[src/rtl/ifetch_ctrl_if.sv]
`default_nettype none
// ============================================================================
// Module      : ifetch_ctrl_if
// Description : Signal bundle for the instruction-fetch sequencer: the
//               instruction-memory request/response channel, the redirect
//               port from execute/commit and the decode-side output register.
//               The master modport is the fetch controller's view; the slave
//               modport is the view of the surrounding memory/pipeline.
// Revision    : 1.0 - initial release
// ============================================================================
interface ifetch_ctrl_if;

    // Instruction-memory request channel (one outstanding request)
    logic        imem_req_valid;
    logic        imem_req_ready;
    logic [63:0] imem_req_addr;

    // Instruction-memory response channel (single-cycle pulse, no back-pressure)
    logic        imem_resp_valid;
    logic [31:0] imem_resp_instr;
    logic        imem_resp_err;

    // Flush/restart request from execute or commit
    logic        redirect_valid;
    logic [63:0] redirect_pc;

    // Decode-side output register
    logic        out_valid;
    logic        out_ready;
    logic [63:0] out_pc;
    logic [31:0] out_instr;
    logic [63:0] out_pre_pc;
    logic        out_fault;

    // Number of instructions handed to decode
    logic [63:0] fetch_cnt;

    // Fetch controller side
    modport master (
        output imem_req_valid,
        output imem_req_addr,
        input  imem_req_ready,
        input  imem_resp_valid,
        input  imem_resp_instr,
        input  imem_resp_err,
        input  redirect_valid,
        input  redirect_pc,
        output out_valid,
        input  out_ready,
        output out_pc,
        output out_instr,
        output out_pre_pc,
        output out_fault,
        output fetch_cnt
    );

    // Memory / pipeline side
    modport slave (
        input  imem_req_valid,
        input  imem_req_addr,
        output imem_req_ready,
        output imem_resp_valid,
        output imem_resp_instr,
        output imem_resp_err,
        output redirect_valid,
        output redirect_pc,
        input  out_valid,
        output out_ready,
        input  out_pc,
        input  out_instr,
        input  out_pre_pc,
        input  out_fault,
        input  fetch_cnt
    );

endinterface
`default_nettype wire

[src/rtl/ifetch_ctrl.sv]
`default_nettype none
// ============================================================================
// Module      : ifetch_ctrl
// Description : Instruction-fetch sequencer. Holds the fetch PC, issues one
//               outstanding 32-bit fetch at a time, captures the response in
//               a one-entry output register for decode (static not-taken
//               prediction: pre_pc = pc + 4), squashes in-flight responses on
//               redirect and halts on a memory access fault.
// Revision    : 1.0 - initial release
// ============================================================================
module ifetch_ctrl #(
    parameter logic [63:0] RESET_PC = 64'h0000_0000_8000_0000
) (
    input  logic          clk,
    input  logic          rst,
    ifetch_ctrl_if.master bus
);

    // ------------------------------------------------------------------------
    // State encoding
    // ------------------------------------------------------------------------
    localparam logic [1:0] c_ST_REQ  = 2'd0;  // ready to issue a fetch
    localparam logic [1:0] c_ST_WAIT = 2'd1;  // one fetch in flight
    localparam logic [1:0] c_ST_HALT = 2'd2;  // parked after an access fault

    localparam logic [63:0] c_PC_STEP = 64'd4;
    localparam logic [63:0] c_CNT_ONE = 64'd1;

    // ------------------------------------------------------------------------
    // Registered state
    // ------------------------------------------------------------------------
    logic [1:0]  r_state;
    logic [63:0] r_pc;
    logic        r_kill;       // the in-flight response belongs to a squashed path
    logic        r_out_valid;
    logic        r_out_fault;
    logic [63:0] r_out_pc;
    logic [31:0] r_out_instr;
    logic [63:0] r_fetch_cnt;

    // ------------------------------------------------------------------------
    // Next-state values
    // ------------------------------------------------------------------------
    logic [1:0]  w_state_nxt;
    logic [63:0] w_pc_nxt;
    logic        w_kill_nxt;
    logic        w_out_valid_nxt;
    logic        w_out_fault_nxt;
    logic [63:0] w_out_pc_nxt;
    logic [31:0] w_out_instr_nxt;
    logic [63:0] w_fetch_cnt_nxt;

    // ------------------------------------------------------------------------
    // Handshake qualifiers
    // ------------------------------------------------------------------------
    logic w_out_free;   // output register is empty or is being emptied now
    logic w_req_valid;  // a fetch request is presented this cycle
    logic w_req_fire;   // the request is accepted by memory this cycle
    logic w_consume;    // decode takes the held entry this cycle

    // Issuing only when the output register will be free guarantees the
    // response always has somewhere to land, so responses never stall.
    // A redirect masks the request so a stale address is never accepted.
    assign w_out_free  = !r_out_valid || bus.out_ready;
    assign w_req_valid = (r_state == c_ST_REQ) && !bus.redirect_valid && w_out_free;
    assign w_req_fire  = w_req_valid && bus.imem_req_ready;
    assign w_consume   = r_out_valid && bus.out_ready;

    // Next-state and datapath update: redirect first, then per-state behaviour
    always_comb begin
        w_state_nxt     = r_state;
        w_pc_nxt        = r_pc;
        w_kill_nxt      = r_kill;
        w_out_valid_nxt = r_out_valid;
        w_out_fault_nxt = r_out_fault;
        w_out_pc_nxt    = r_out_pc;
        w_out_instr_nxt = r_out_instr;
        w_fetch_cnt_nxt = r_fetch_cnt;

        if (bus.redirect_valid) begin
            // The held entry is on the wrong path: discard it uncounted.
            w_pc_nxt        = bus.redirect_pc;
            w_out_valid_nxt = 1'b0;
            if ((r_state == c_ST_WAIT) && !bus.imem_resp_valid) begin
                // Response still outstanding: remember to drop it on arrival.
                w_kill_nxt  = 1'b1;
                w_state_nxt = c_ST_WAIT;
            end else begin
                // Nothing outstanding, or the response is dropped right now.
                w_kill_nxt  = 1'b0;
                w_state_nxt = c_ST_REQ;
            end
        end else begin
            // Decode handoff; a same-cycle response load below takes precedence.
            if (w_consume) begin
                w_out_valid_nxt = 1'b0;
                w_fetch_cnt_nxt = r_fetch_cnt + c_CNT_ONE;
            end

            case (r_state)
                c_ST_REQ: begin
                    if (w_req_fire) begin
                        w_state_nxt = c_ST_WAIT;
                    end
                end

                c_ST_WAIT: begin
                    if (bus.imem_resp_valid) begin
                        if (r_kill) begin
                            // Response of a squashed fetch: drop it.
                            w_kill_nxt  = 1'b0;
                            w_state_nxt = c_ST_REQ;
                        end else begin
                            w_out_valid_nxt = 1'b1;
                            w_out_pc_nxt    = r_pc;
                            w_out_instr_nxt = bus.imem_resp_instr;
                            w_out_fault_nxt = bus.imem_resp_err;
                            if (bus.imem_resp_err) begin
                                // Keep the faulting PC and stop fetching.
                                w_state_nxt = c_ST_HALT;
                            end else begin
                                w_pc_nxt    = r_pc + c_PC_STEP;
                                w_state_nxt = c_ST_REQ;
                            end
                        end
                    end
                end

                c_ST_HALT: begin
                    // Only a redirect or reset leaves HALT; the faulted
                    // entry drains through the handoff logic above.
                end

                default: begin
                    // Unreachable encoding: fall back to issuing fetches.
                    w_state_nxt = c_ST_REQ;
                end
            endcase
        end
    end

    // State and datapath registers with asynchronous reset
    always_ff @(posedge clk or posedge rst) begin
        if (rst) begin
            r_state     <= c_ST_REQ;
            r_pc        <= RESET_PC;
            r_kill      <= 1'b0;
            r_out_valid <= 1'b0;
            r_out_fault <= 1'b0;
            r_out_pc    <= 64'd0;
            r_out_instr <= 32'd0;
            r_fetch_cnt <= 64'd0;
        end else begin
            r_state     <= w_state_nxt;
            r_pc        <= w_pc_nxt;
            r_kill      <= w_kill_nxt;
            r_out_valid <= w_out_valid_nxt;
            r_out_fault <= w_out_fault_nxt;
            r_out_pc    <= w_out_pc_nxt;
            r_out_instr <= w_out_instr_nxt;
            r_fetch_cnt <= w_fetch_cnt_nxt;
        end
    end

    // ------------------------------------------------------------------------
    // Outputs
    // ------------------------------------------------------------------------
    // The request address is the PC register itself, so it cannot change
    // while a request waits for imem_req_ready (the PC only moves on a
    // response or a redirect, and a redirect withdraws the request).
    assign bus.imem_req_valid = w_req_valid;
    assign bus.imem_req_addr  = r_pc;
    assign bus.out_valid      = r_out_valid;
    assign bus.out_pc         = r_out_pc;
    assign bus.out_instr      = r_out_instr;
    assign bus.out_pre_pc     = r_out_pc + c_PC_STEP;
    assign bus.out_fault      = r_out_fault;
    assign bus.fetch_cnt      = r_fetch_cnt;

endmodule
`default_nettype wire
[src/flat_wrapper.sv]
// flat-port wrapper written by rule: the top's interface ports become plain ports
module ifetch_ctrl_flat 
#(
    parameter logic [63:0] RESET_PC = 64'h0000_0000_8000_0000
)
  (clk, rst, bus_imem_req_valid, bus_imem_req_addr, bus_imem_req_ready, bus_imem_resp_valid, bus_imem_resp_instr, bus_imem_resp_err, bus_redirect_valid, bus_redirect_pc, bus_out_valid, bus_out_ready, bus_out_pc, bus_out_instr, bus_out_pre_pc, bus_out_fault, bus_fetch_cnt);
  ifetch_ctrl_if bus_i ();
  input  logic clk;
  input  logic rst;
  output wire logic [$bits(bus_i.imem_req_valid)-1:0] bus_imem_req_valid;
  output wire logic [$bits(bus_i.imem_req_addr)-1:0] bus_imem_req_addr;
  input wire logic [$bits(bus_i.imem_req_ready)-1:0] bus_imem_req_ready;
  input wire logic [$bits(bus_i.imem_resp_valid)-1:0] bus_imem_resp_valid;
  input wire logic [$bits(bus_i.imem_resp_instr)-1:0] bus_imem_resp_instr;
  input wire logic [$bits(bus_i.imem_resp_err)-1:0] bus_imem_resp_err;
  input wire logic [$bits(bus_i.redirect_valid)-1:0] bus_redirect_valid;
  input wire logic [$bits(bus_i.redirect_pc)-1:0] bus_redirect_pc;
  output wire logic [$bits(bus_i.out_valid)-1:0] bus_out_valid;
  input wire logic [$bits(bus_i.out_ready)-1:0] bus_out_ready;
  output wire logic [$bits(bus_i.out_pc)-1:0] bus_out_pc;
  output wire logic [$bits(bus_i.out_instr)-1:0] bus_out_instr;
  output wire logic [$bits(bus_i.out_pre_pc)-1:0] bus_out_pre_pc;
  output wire logic [$bits(bus_i.out_fault)-1:0] bus_out_fault;
  output wire logic [$bits(bus_i.fetch_cnt)-1:0] bus_fetch_cnt;
  assign bus_imem_req_valid = bus_i.imem_req_valid;
  assign bus_imem_req_addr = bus_i.imem_req_addr;
  assign bus_i.imem_req_ready = bus_imem_req_ready;
  assign bus_i.imem_resp_valid = bus_imem_resp_valid;
  assign bus_i.imem_resp_instr = bus_imem_resp_instr;
  assign bus_i.imem_resp_err = bus_imem_resp_err;
  assign bus_i.redirect_valid = bus_redirect_valid;
  assign bus_i.redirect_pc = bus_redirect_pc;
  assign bus_out_valid = bus_i.out_valid;
  assign bus_i.out_ready = bus_out_ready;
  assign bus_out_pc = bus_i.out_pc;
  assign bus_out_instr = bus_i.out_instr;
  assign bus_out_pre_pc = bus_i.out_pre_pc;
  assign bus_out_fault = bus_i.out_fault;
  assign bus_fetch_cnt = bus_i.fetch_cnt;
  ifetch_ctrl #(.RESET_PC(RESET_PC)) u_core (.clk(clk), .rst(rst), .bus(bus_i));
endmodule
[config.mk]
export PLATFORM = sky130hd
export DESIGN_NAME = ifetch_ctrl_flat
export DESIGN_NICKNAME = d
export VERILOG_FILES = /design/src/rtl/ifetch_ctrl_if.sv /design/src/rtl/ifetch_ctrl.sv /design/src/flat_wrapper.sv
export SDC_FILE = /design/constraint.sdc
export NUM_CORES = 1
export LEC_CHECK = 0
export BUFFER_PORTS_ARGS = -buffer_cell sky130_fd_sc_hd__buf_2
export CAP_MARGIN = 20
export CORE_ASPECT_RATIO = 0.6
export CORE_MARGIN = 4
export CORE_UTILIZATION = 45
export CTS_CLUSTER_SIZE = 40
export DETAILED_ROUTE_END_ITERATION = 12
export HOLD_SLACK_MARGIN = 0.08
export PLACE_DENSITY_LB_ADDON = 0.1
export SYNTH_ARGS = -nofsm -noshare
export SYNTH_HDL_FRONTEND = slang
export SYNTH_SLANG_ARGS = --single-unit
[constraint.sdc]
create_clock -name clk -period 7.1 [get_ports clk]
set_clock_uncertainty 0.15 [all_clocks]
set_input_delay 0.355 -clock clk [delete_from_list [all_inputs] [get_ports clk]]
set_output_delay 0.355 -clock clk [all_outputs]
set_load 0.01 [all_outputs]
# [After elaboration in Yosys (flattened, before gate mapping)]
# Cells that the tools add are included.
[word_totals] ff_bits=229 in_bits=103 out_inout_bits=291 wordCells=58
[classes] addsub=3 n_eq_ne=7 mux=21 n_bitwise=2 reduce_logical=17
[op_table] operator="$mux W64" count=5
[op_table] operator="$add A64 B3 Y64 const B" count=2
[op_table] operator="$add A64 B1 Y64 const B" count=1
[op_table] operator="$mux W1" count=10
[op_table] operator="$mux W2" count=5
[op_table] operator="$reduce_and A4 Y1" count=2
[op_table] operator="$pmux W2 S3" count=1
[op_table] operator="$logic_and A1 B1 Y1" count=5
[op_table] operator="$ne A2 B2 Y1 const B" count=2
[op_table] operator="$reduce_and A2 Y1" count=2
[op_table] operator="$reduce_bool A2 Y1" count=2
[op_table] operator="$logic_not A1 Y1" count=3
[op_table] operator="$ne A3 B2 Y1 const B" count=1
[op_table] operator="$ne A3 B3 Y1 const B" count=1
[op_table] operator="$reduce_and A3 Y1" count=1
[op_table] operator="$eq A2 B1 Y1 const B" count=1
[op_table] operator="$eq A2 B2 Y1 const B" count=1
[op_table] operator="$logic_not A2 Y1" count=1
[op_table] operator="$ne A2 B1 Y1 const B" count=1
[op_table] operator="$not A1 Y1" count=2
[op_table] operator="$logic_or A1 B1 Y1" count=1

# [Depth between registers and ports, before layout]
# Gate-level depths: netlist (run 1).
[depth] depth_word=7 mapped_depth=7 mapped_depth_nobuf=6

# [Least setup slack after synthesis (run 1)]
# OpenSTA, ideal clock, no wires.
[synth_timing] path_type="register to output" startpoint="reg u_core.r_out_pc[24], in the netlist u_core.bus.out_pc[24]" endpoint="out bus_out_pre_pc[60]" t_arrival_ns=1.939 t_required_ns=6.595 setup_slack_ns=4.656 path_stages_with_launch=6 n_path_buf=0 cell_sequence="dfrtp_1 and4_1 nand4_1 nor4_2 nand4_1 xnor2_1"
[synth_via] elab_chain_len=1
[synth_rtl] item="from (decl)" line="ifetch_ctrl.sv:37" text="logic [63:0] r_out_pc;"
[synth_rtl] item="from (signal assigned)" line="ifetch_ctrl.sv:159" text="r_out_pc <= w_out_pc_nxt;"
[synth_rtl] item="$add A64 B3 Y64" line="ifetch_ctrl.sv:176" text="assign bus.out_pre_pc = r_out_pc + c_PC_STEP;"
[synth_rtl] item="to (decl)" line="flat_wrapper.sv:22" text="output wire logic [$bits(bus_i.out_pre_pc)-1:0] bus_out_pre_pc;"
# No other way between the ends.

# [Worst setup path in the final report (run 1)]
[layout_timing] startpoint="reg u_core.r_out_pc[4], in the netlist u_core.bus.out_pc[4]" endpoint="out bus_out_pre_pc[63]"
# Same word-level chain as after synthesis.

==> report_table.html, run 1 <==
<table>
<tr><th>Metric</th><th>Value</th></tr>
<tr><th colspan="2">Run status</th></tr>
<tr><td>Outcome</td><td>finished, final reports clean</td></tr>
<tr><th colspan="2">Clocking</th></tr>
<tr><td># H-tree levels</td><td>1</td></tr>
<tr><td>TritonCTS clock tree</td><td>built</td></tr>
<tr><td>Clock transition at the registers of the reported paths</td><td>~70 ps</td></tr>
<tr><td>Sink count of the clock tree</td><td>229</td></tr>
<tr><td>Clock insertion delay at the later pin of the skew report</td><td>roughly 520 ps</td></tr>
<tr><td>CTS root buf</td><td>clkbuf_16</td></tr>
<tr><td>Maximum count of clock buffers along a single path</td><td>3</td></tr>
<tr><td>TritonCTS Buffers</td><td>23</td></tr>
<tr><th colspan="2">Critical path</th></tr>
<tr><td>Class of the most critical setup path</td><td>reg -&gt; out</td></tr>
<tr><td>Maximum fanout along the worst path</td><td>7</td></tr>
<tr><td>Worst EP arrival</td><td>3390 ps</td></tr>
<tr><td>Required time at the endpoint of the critical path</td><td>6590 ps</td></tr>
<tr><td>Endpoint class of the critical path</td><td>output pin</td></tr>
<tr><td>Startpoint type of the worst setup path</td><td>flop</td></tr>
<tr><td>Count of cells along the worst register-to-register path</td><td>5</td></tr>
<tr><th colspan="2">Layout</th></tr>
<tr><td>Fraction of final layout cells with drive strength greater than 1</td><td>0.3630</td></tr>
<tr><td>Total area of multi-input combinational cells</td><td>0.005948 mm^2</td></tr>
<tr><td>Final core area utilization</td><td>0.6260</td></tr>
<tr><td>Storage element area</td><td>approximately 0.0057 mm^2</td></tr>
<tr><td>Final design instance area without fill</td><td>between 0.015 and 0.02 mm^2</td></tr>
<tr><td>Filler Cell Count</td><td>2179</td></tr>
<tr><td>Commonest cells after routing, fill and taps aside</td><td>buf_2 (393), dfrtp_1 (228), nand2_1 (109)</td></tr>
<tr><td>Leading cell type in the layout, fill and taps excluded</td><td>buf_2</td></tr>
<tr><td>Antenna diode instance count</td><td>0</td></tr>
<tr><td>Number of nets in the layout</td><td>around 1700</td></tr>
<tr><td>Area growth, synth to finish</td><td>34.58%</td></tr>
<tr><th colspan="2">Synthesis</th></tr>
<tr><td>Most common flop cell mapped by yosys</td><td>dfrtp_1</td></tr>
<tr><td>Synthesized instance count</td><td>about 1100</td></tr>
<tr><td>Async SR Flop Fraction</td><td>1.000</td></tr>
<tr><td>Register area share after synthesis</td><td>0.4789</td></tr>
<tr><td>Ys Warns</td><td>0</td></tr>
<tr><td>Share of the synthesized area in compound gates (AO/OA/AOI/OAI)</td><td>0.03951</td></tr>
<tr><td>Mean instance size in the synthesized netlist</td><td>roughly 11 um^2</td></tr>
<tr><td>Nets in the synthesized netlist</td><td>approximately 1200</td></tr>
<tr><td>Count of state elements after synthesis</td><td>between 200 and 250</td></tr>
<tr><td>Largest family of logic cells by synthesized area</td><td>simple AND/OR/NAND/NOR gates</td></tr>
<tr><td>Post-synthesis xor/xnor area fraction</td><td>0.1185</td></tr>
<tr><td>Adder and majority cell fraction of the synthesized area</td><td>0.003136</td></tr>
<tr><td>Post-synthesis cell type count</td><td>60</td></tr>
<tr><td>Cell area after synthesis</td><td>0.01197 mm^2</td></tr>
<tr><td>Post-synthesis simple-gate area fraction</td><td>0.2373</td></tr>
<tr><td>Multiplexer share of the synthesized area</td><td>0.09743</td></tr>
<tr><td>EDFF count, synth</td><td>0</td></tr>
<tr><th colspan="2">STA</th></tr>
<tr><td>Worst slew margin relative to its limit</td><td>0.2938</td></tr>
<tr><td>Final count of negative-setup-slack endpoints</td><td>0</td></tr>
<tr><td>Time the final worst path needs with I/O delays and setup</td><td>a little under 4000 ps</td></tr>
<tr><td>RSZ-0062 raised after global routing</td><td>false</td></tr>
<tr><td>Final Cycle Share</td><td>0.5486</td></tr>
<tr><td>Transition time of the tightest slew-check pin</td><td>about 1100 ps</td></tr>
<tr><td>Number of pins exceeding their max-slew limit in the final report</td><td>0</td></tr>
<tr><td>Setup TNS</td><td>0 ps</td></tr>
<tr><td>Maximum clock rate</td><td>between 200 and 300 MHz</td></tr>
<tr><td>Final Hold Fails</td><td>0</td></tr>
<tr><th colspan="2">Floorplan</th></tr>
<tr><td>Area of the die</td><td>0.02936 mm^2</td></tr>
<tr><td>IO Pins</td><td>just under 400</td></tr>
<tr><td>Initial Utilization</td><td>0.4652</td></tr>
<tr><td>Height of the chip</td><td>roughly 130 um</td></tr>
<tr><td>Number of standard-cell rows in the floorplan</td><td>between 40 and 50</td></tr>
<tr><td>Core box area</td><td>about 0.026 mm^2</td></tr>
<tr><td>Die width</td><td>218.5 um</td></tr>
<tr><th colspan="2">Hold path</th></tr>
<tr><td>Count of cells along the worst hold path</td><td>3</td></tr>
<tr><td>Class of the tightest hold or removal check</td><td>in -&gt; reg</td></tr>
<tr><th colspan="2">Global route</th></tr>
<tr><td>Total routing resource utilization after global routing</td><td>0.2592</td></tr>
<tr><td>Vias in the first global route</td><td>10310</td></tr>
<tr><td>Pin count of the biggest net entering global routing</td><td>140</td></tr>
<tr><td>First-pass GRT wire length</td><td>slightly above 60 mm</td></tr>
<tr><td>Antenna violations before repair</td><td>0</td></tr>
<tr><td>Total congestion overflow after global routing</td><td>0</td></tr>
<tr><th colspan="2">Place</th></tr>
<tr><td>Estimated wirelength of the detail-placed design</td><td>between 20 and 30 mm</td></tr>
<tr><td>Weighted congestion at the end of routability-driven global placement</td><td>0.8787</td></tr>
<tr><td>Quantity of I/O buffers inserted on ports</td><td>between 300 and 400</td></tr>
<tr><td>Placed cell areas</td><td>around 0.014 mm^2</td></tr>
<tr><th colspan="2">Route</th></tr>
<tr><td>Post-route DRC</td><td>0</td></tr>
<tr><td>Number of antenna-violating nets in the routed design</td><td>0</td></tr>
<tr><td>Vias</td><td>approximately 11000</td></tr>
<tr><td>Pre-Repair DR Iteration Count</td><td>5</td></tr>
<tr><td>Violation count after the first detailed-routing iteration</td><td>about 800</td></tr>
<tr><td>Vias per cell</td><td>~5.5</td></tr>
<tr><td>Per-cell routed wire length</td><td>roughly 20 um</td></tr>
<tr><td>Detailed Route WL</td><td>39.53 mm</td></tr>
<tr><th colspan="2">Job</th></tr>
<tr><td>Number of maximum-capacitance violations</td><td>0</td></tr>
<tr><th colspan="2">Power and ir drop</th></tr>
<tr><td>Static leakage</td><td>~0.0075 uW</td></tr>
<tr><td>Power density over the cells</td><td>285.0 mW/mm^2</td></tr>
<tr><td>Peak supply drop</td><td>0.1996 mV</td></tr>
</table>
-- Yosys cell counts (all sizes together), types with 2 or more instances --
master    n  share of area
a211o     3         0.0022
a21oi     5         0.0021
a22oi     4         0.0025
a31oi    10         0.0052
and2      6         0.0031
and3     24          0.013
and3b     2         0.0015
and4     21          0.016
buf      15         0.0074
clkbuf   30         0.0094
dfrtp   228           0.48
ha        3         0.0031
inv      23         0.0072
mux2    100          0.094
mux2i     4         0.0033
nand2   110          0.035
nand2b    5         0.0026
nand3    77          0.033
nand4    61          0.040
nand4b    4         0.0034
nor2     42          0.013
nor2b     9         0.0047
nor3     35          0.018
nor3b     4         0.0025
nor4     37          0.032
o21ai    46          0.019
o31a      3         0.0022
o31ai     6         0.0038
or2       3         0.0016
or3       8         0.0042
or4      13         0.0085
xnor2    99          0.072
xor2     63          0.046
-- through the flow --
| stage | worst slack (ps) | instances | power, uW | hold slack (ps) |
|---|---|---|---|---|
| detailed placement | 3819 | 1820 | 3270 | 306.1 |
| floorplan | 320.4 | 1114 | 2613 | 291.7 |
| CTS | 3248 | 1968 | 4613 | 82.02 |
| global route | 3072 | 1969 | 4828 | 110.7 |
| global placement | 3904 | 1820 | 3251 | 306.6 |
| finish | 3205 | 1969 | 4590 | 105.6 |
-- flip-flops by register name (all words and copies together), names as in the netlist --
| register | count |
|---|---|
| u_core.bus.imem_req_addr | 64 |
| u_core.r_kill | 1 |
| u_core.r_state | 2 |
| u_core.bus.out_pc | 64 |
| u_core.bus.out_instr | 32 |
| u_core.bus.out_fault | 1 |
| u_core.bus.fetch_cnt | 64 |
| u_core.bus.out_valid | 1 |
-- worst max-delay path, cell delays in order (launching register included) --
cell and delay [ps]:
dfrtp_1 460, and4_1 300, nand4_1 370, nor2_1 880
nand4_1 440, xnor2_1 260, buf_2 170
-- timing repair --
item | CTS | global route
gates resized for setup | 0 | 0
hold endpoints to repair | 190 | 0
buffers inserted | 0 | 0
hold buffers | 107 | 0
-- report_power, final --
group / internal (uW) / switching (uW) / leakage (uW)
Clock: 747 / 536 / 0.000378
Combinational: 686 / 661 / 0.00428
Sequential: 1590 / 374 / 0.00283
Total: 3020 / 1570 / 0.00750
-- final timing paths --
check | from | endpoint | slack [ps]
worst max-delay path | u_core.bus.out_pc[4] | bus_out_pre_pc[63] | 3200
worst min register to register | u_core.bus.fetch_cnt[63] | u_core.bus.fetch_cnt[63] | 320
min in group asynchronous | rst | u_core.bus.fetch_cnt[46] | 340
max in group asynchronous | rst | u_core.bus.imem_req_addr[21] | 5160
worst max register to register | u_core.r_state[0] | u_core.bus.imem_req_addr[63] | 4060
worst min-delay path | bus_redirect_valid | u_core.bus.imem_req_addr[17] | 110
-- logic make-up after synthesis --
logic type                 Yosys count
adders and majority gates            3
and+or+nand+nor                    466
buffers and inverters               70
muxes                              104
DFF                                229
AOI/OAI and AO/OA                   80
xor gates and xnor gates           162
-- routing by layer --
layer  vias to the layer above  routed length [um]  GRT usage
li1                       4991                   -          -
met1                      5363               18470     0.3869
met2                       404               17600     0.3976
met3                        45                2922    0.05343
met4                         0                 535    0.04384
met5                         -                   0          0
-- final cells by class --
class | instances | share of cell area
multi-input combinational | 815 | 0.3693
sequential | 229 | 0.3558
timing repair buffer | 508 | 0.1931
clock buffer | 30 | 0.03985
tap | 352 | 0.02734
clock inverter | 11 | 0.008544
inverter | 24 | 0.006059
(Power assumes the default switching activity.)
==> inputs of run 2 (changes only) <==
clock period = 3.65 ns   (was 7.1 ns; I/O delays follow)
==> run 2 against run 1 <==
  * Power is 100% higher
  * Critical endpoint is now bus_out_pre_pc[38]
  * Worst hold slack better by 150 ps
  * Critical path type unchanged
  * Sequential share of layout area is 0.64 points lower
==> report_table.html, run 2 (synthesis results as in run 1) <==
<table>
<tr><th>Metric</th><th>Value</th></tr>
<tr><th colspan="2">Run status</th></tr>
<tr><td>Outcome</td><td>finished, final reports clean</td></tr>
<tr><th colspan="2">Critical path</th></tr>
<tr><td>Maximum fanout along the worst path</td><td>11</td></tr>
<tr><td>Critical path buffers and inverters</td><td>2</td></tr>
<tr><td>Startpoint type of the worst setup path</td><td>flop</td></tr>
<tr><td>Cell family contributing the most delay on the critical path</td><td>simple AND/OR/NAND/NOR gates</td></tr>
<tr><td>Slowest Stage Delay on Critical Path</td><td>between 600 and 700 ps</td></tr>
<tr><td>Class of the most critical setup path</td><td>reg -&gt; out</td></tr>
<tr><td>Reg2Reg Launch Point</td><td>u_core.bus.imem_req_addr[2]</td></tr>
<tr><td>Crit path max-delay cell type</td><td>nor3b_1</td></tr>
<tr><td>Worst EP arrival</td><td>~3200 ps</td></tr>
<tr><td>Count of cells along the worst register-to-register path</td><td>7</td></tr>
<tr><td>Endpoint class of the critical path</td><td>output pin</td></tr>
<tr><td>R2r setup slk</td><td>just over 800 ps</td></tr>
<tr><td>Required time at the endpoint of the critical path</td><td>around 3300 ps</td></tr>
<tr><td>End of the worst register-to-register path</td><td>u_core.bus.imem_req_addr[14]</td></tr>
<tr><td>Ordered cell list for the critical path</td><td>and4_1 &gt; nand4_1 &gt; nor3b_1 &gt; buf_4 &gt; and3_1 &gt; xor2_1 &gt; buf_2</td></tr>
<tr><th colspan="2">Place</th></tr>
<tr><td>Estimated wirelength of the detail-placed design</td><td>roughly 29 mm</td></tr>
<tr><td>Worst setup slack after placement</td><td>828.3 ps</td></tr>
<tr><td>Quantity of I/O buffers inserted on ports</td><td>just under 400</td></tr>
<tr><td>Placed cell areas</td><td>0.01431 mm^2</td></tr>
<tr><td>Weighted congestion at the end of routability-driven global placement</td><td>0.8882</td></tr>
<tr><th colspan="2">Floorplan</th></tr>
<tr><td>Initial Utilization</td><td>0.4652</td></tr>
<tr><td>Core box area</td><td>0.02573 mm^2</td></tr>
<tr><td>Height of the chip</td><td>approximately 130 um</td></tr>
<tr><td>IO Pins</td><td>roughly 400</td></tr>
<tr><td>Die width</td><td>approximately 220 um</td></tr>
<tr><td>Number of standard-cell rows in the floorplan</td><td>45</td></tr>
<tr><td>Area of the die</td><td>0.02936 mm^2</td></tr>
<tr><th colspan="2">Layout</th></tr>
<tr><td>Area growth, synth to finish</td><td>37.06%</td></tr>
<tr><td>Fraction of final layout cells with drive strength greater than 1</td><td>0.3591</td></tr>
<tr><td>Leading cell type in the layout, fill and taps excluded</td><td>buf_2</td></tr>
<tr><td>Number of nets in the layout</td><td>roughly 1700</td></tr>
<tr><td>Commonest cells after routing, fill and taps aside</td><td>buf_2 (392), dfrtp_1 (228), dlygate4sd3_1 (124)</td></tr>
<tr><td>Final design instance area without fill</td><td>0.01640 mm^2</td></tr>
<tr><td>Final core area utilization</td><td>0.6375</td></tr>
<tr><th colspan="2">Power and ir drop</th></tr>
<tr><td>Combinational cell fraction of total power</td><td>0.288</td></tr>
<tr><td>Total net switching power</td><td>around 3000 uW</td></tr>
<tr><td>Switching power as a share of total power</td><td>0.3324</td></tr>
<tr><td>Share of total power in the clock network</td><td>0.295</td></tr>
<tr><td>Power density over the cells</td><td>approximately 560 mW/mm^2</td></tr>
<tr><td>Sequential group share of total power</td><td>0.416</td></tr>
<tr><td>Static leakage</td><td>about 0.0076 uW</td></tr>
<tr><td>Peak supply drop</td><td>~0.35 mV</td></tr>
<tr><td>Cell internal power dissipation</td><td>6129 uW</td></tr>
<tr><th colspan="2">Route</th></tr>
<tr><td>Vias</td><td>between 10000 and 15000</td></tr>
<tr><td>Detailed Route WL</td><td>~40 mm</td></tr>
<tr><td>Vias per cell</td><td>~5.5</td></tr>
<tr><td>Pre-Repair DR Iteration Count</td><td>5</td></tr>
<tr><td>Per-cell routed wire length</td><td>20.00 um</td></tr>
<tr><td>Post-route DRC</td><td>0</td></tr>
<tr><td>Violation count after the first detailed-routing iteration</td><td>between 700 and 800</td></tr>
<tr><td>Number of antenna-violating nets in the routed design</td><td>0</td></tr>
<tr><th colspan="2">Clocking</th></tr>
<tr><td>Clock insertion delay at the later pin of the skew report</td><td>roughly 500 ps</td></tr>
<tr><td>CTS root buf</td><td>clkbuf_16</td></tr>
<tr><td>Clock transition at the registers of the reported paths</td><td>around 60 ps</td></tr>
<tr><td>Sink count of the clock tree</td><td>between 200 and 250</td></tr>
<tr><td>Hold-fix buffers at CTS</td><td>124</td></tr>
<tr><td># H-tree levels</td><td>1</td></tr>
<tr><td>Gates resized, CTS repair</td><td>0</td></tr>
<tr><td>TritonCTS Buffers</td><td>23</td></tr>
<tr><td>TritonCTS clock tree</td><td>built</td></tr>
<tr><td>Maximum count of clock buffers along a single path</td><td>3</td></tr>
<tr><td>Post-CTS setup-driven buffer insertion count</td><td>0</td></tr>
<tr><th colspan="2">STA</th></tr>
<tr><td>Worst slew margin relative to its limit</td><td>0.2544</td></tr>
<tr><td>Final Hold Fails</td><td>0</td></tr>
<tr><td>Maximum clock rate</td><td>~290 MHz</td></tr>
<tr><td>Final Cycle Share</td><td>0.9555</td></tr>
<tr><td>Transition time of the tightest slew-check pin</td><td>roughly 1100 ps</td></tr>
<tr><td>Number of pins exceeding their max-slew limit in the final report</td><td>0</td></tr>
<tr><td>Setup slack of the critical path after layout</td><td>between 150 and 200 ps</td></tr>
<tr><td>Final count of negative-setup-slack endpoints</td><td>0</td></tr>
<tr><td>Post-Route Hold Slack</td><td>259.5 ps</td></tr>
<tr><td>Time the final worst path needs with I/O delays and setup</td><td>about 3500 ps</td></tr>
<tr><td>RSZ-0062 raised after global routing</td><td>false</td></tr>
<tr><td>Setup TNS</td><td>0 ps</td></tr>
<tr><th colspan="2">Hold path</th></tr>
<tr><td>Class of the tightest hold or removal check</td><td>in -&gt; async</td></tr>
<tr><th colspan="2">Job</th></tr>
<tr><td>Number of maximum-capacitance violations</td><td>0</td></tr>
<tr><th colspan="2">Global route</th></tr>
<tr><td>Antenna violations before repair</td><td>1</td></tr>
<tr><td>Vias in the first global route</td><td>roughly 11000</td></tr>
<tr><td>First-pass GRT wire length</td><td>around 62 mm</td></tr>
<tr><td>Total congestion overflow after global routing</td><td>0</td></tr>
<tr><td>Pin count of the biggest net entering global routing</td><td>118</td></tr>
<tr><td>Total routing resource utilization after global routing</td><td>0.2649</td></tr>
</table>
[run 2: changes by cell type in the layout (fill, tap and decap cells not counted), moves of 2 or more]
| cell | change |
|---|---|
| buf_4 | +6 |
| bufinv_16 | +3 |
| clkbuf_1 | +3 |
| clkinv_2 | -4 |
| clkinvlp_4 | -2 |
| dlygate4sd3_1 | +17 |
[run 2: how the worst max path moves through the flow]
| stage | from | endpoint | slack (ps) | depth (start not counted) |
|---|---|---|---|---|
| final | u_core.bus.out_pc[24] | bus_out_pre_pc[38] | 160 | 7 |
| after global routing | u_core.bus.out_pc[24] | bus_out_pre_pc[38] | 80 | 7 |
| after CTS | u_core.bus.out_pc[19] | bus_out_pre_pc[63] | 260 | 6 |
| after detailed placement | u_core.bus.out_pc[24] | bus_out_pre_pc[38] | 830 | 7 |
| after global placement | u_core.bus.out_pc[19] | bus_out_pre_pc[29] | 840 | 6 |
| after floorplan | rst | u_core.bus.fetch_cnt[0] | 320 | 1 |
[run 2: per-layer routing]
metal,track usage,share of wire,vias to the layer above
met5,0,0,-
met1,0.3919,0.46,5421
met4,0.05367,0.019,0
met2,0.4049,0.45,386
met3,0.05592,0.072,52
li1,-,-,5042
[run 2: worst reg2reg max path, delay by kind of cell (launching register included)]
| kind | cells | cell delay, ps |
|---|---|---|
| flops | 1 | 480 |
| fa+ha+maj | 1 | 210 |
| xor+xnor | 1 | 150 |
| buf+inv | 1 | 580 |
| compound gates | 1 | 100 |
| simple gates | 3 | 1040 |
[run 2: power groups by stage]
stage	clock network [uW]	registers, uW	logic [uW]
after floorplan	0	3930	1150
after global placement	0	3800	2530
after detailed placement	0	3840	2540
after CTS	2760	3800	2660
after global routing	2880	3910	2880
final	2710	3820	2650
[run 2: cell type report]
type                            instances  area (um^2)
Antenna cell                            1        2.502
Clock buffer                           34        666.9
Clock inverter                          7        185.2
Fill cell                            2142         9326
Inverter                               24        93.84
Multi-Input combinational cell        815         5943
Sequential cell                       229         5732
Tap cell                              352        440.4
Timing Repair Buffer                  531         3341
[run 2: per-stage QoR]
step | power (uW) | cells
final | 9180 | 1993
after global routing | 9669 | 1993
after CTS | 9227 | 1992
after detailed placement | 6376 | 1827
after global placement | 6333 | 1827
after floorplan | 5084 | 1114
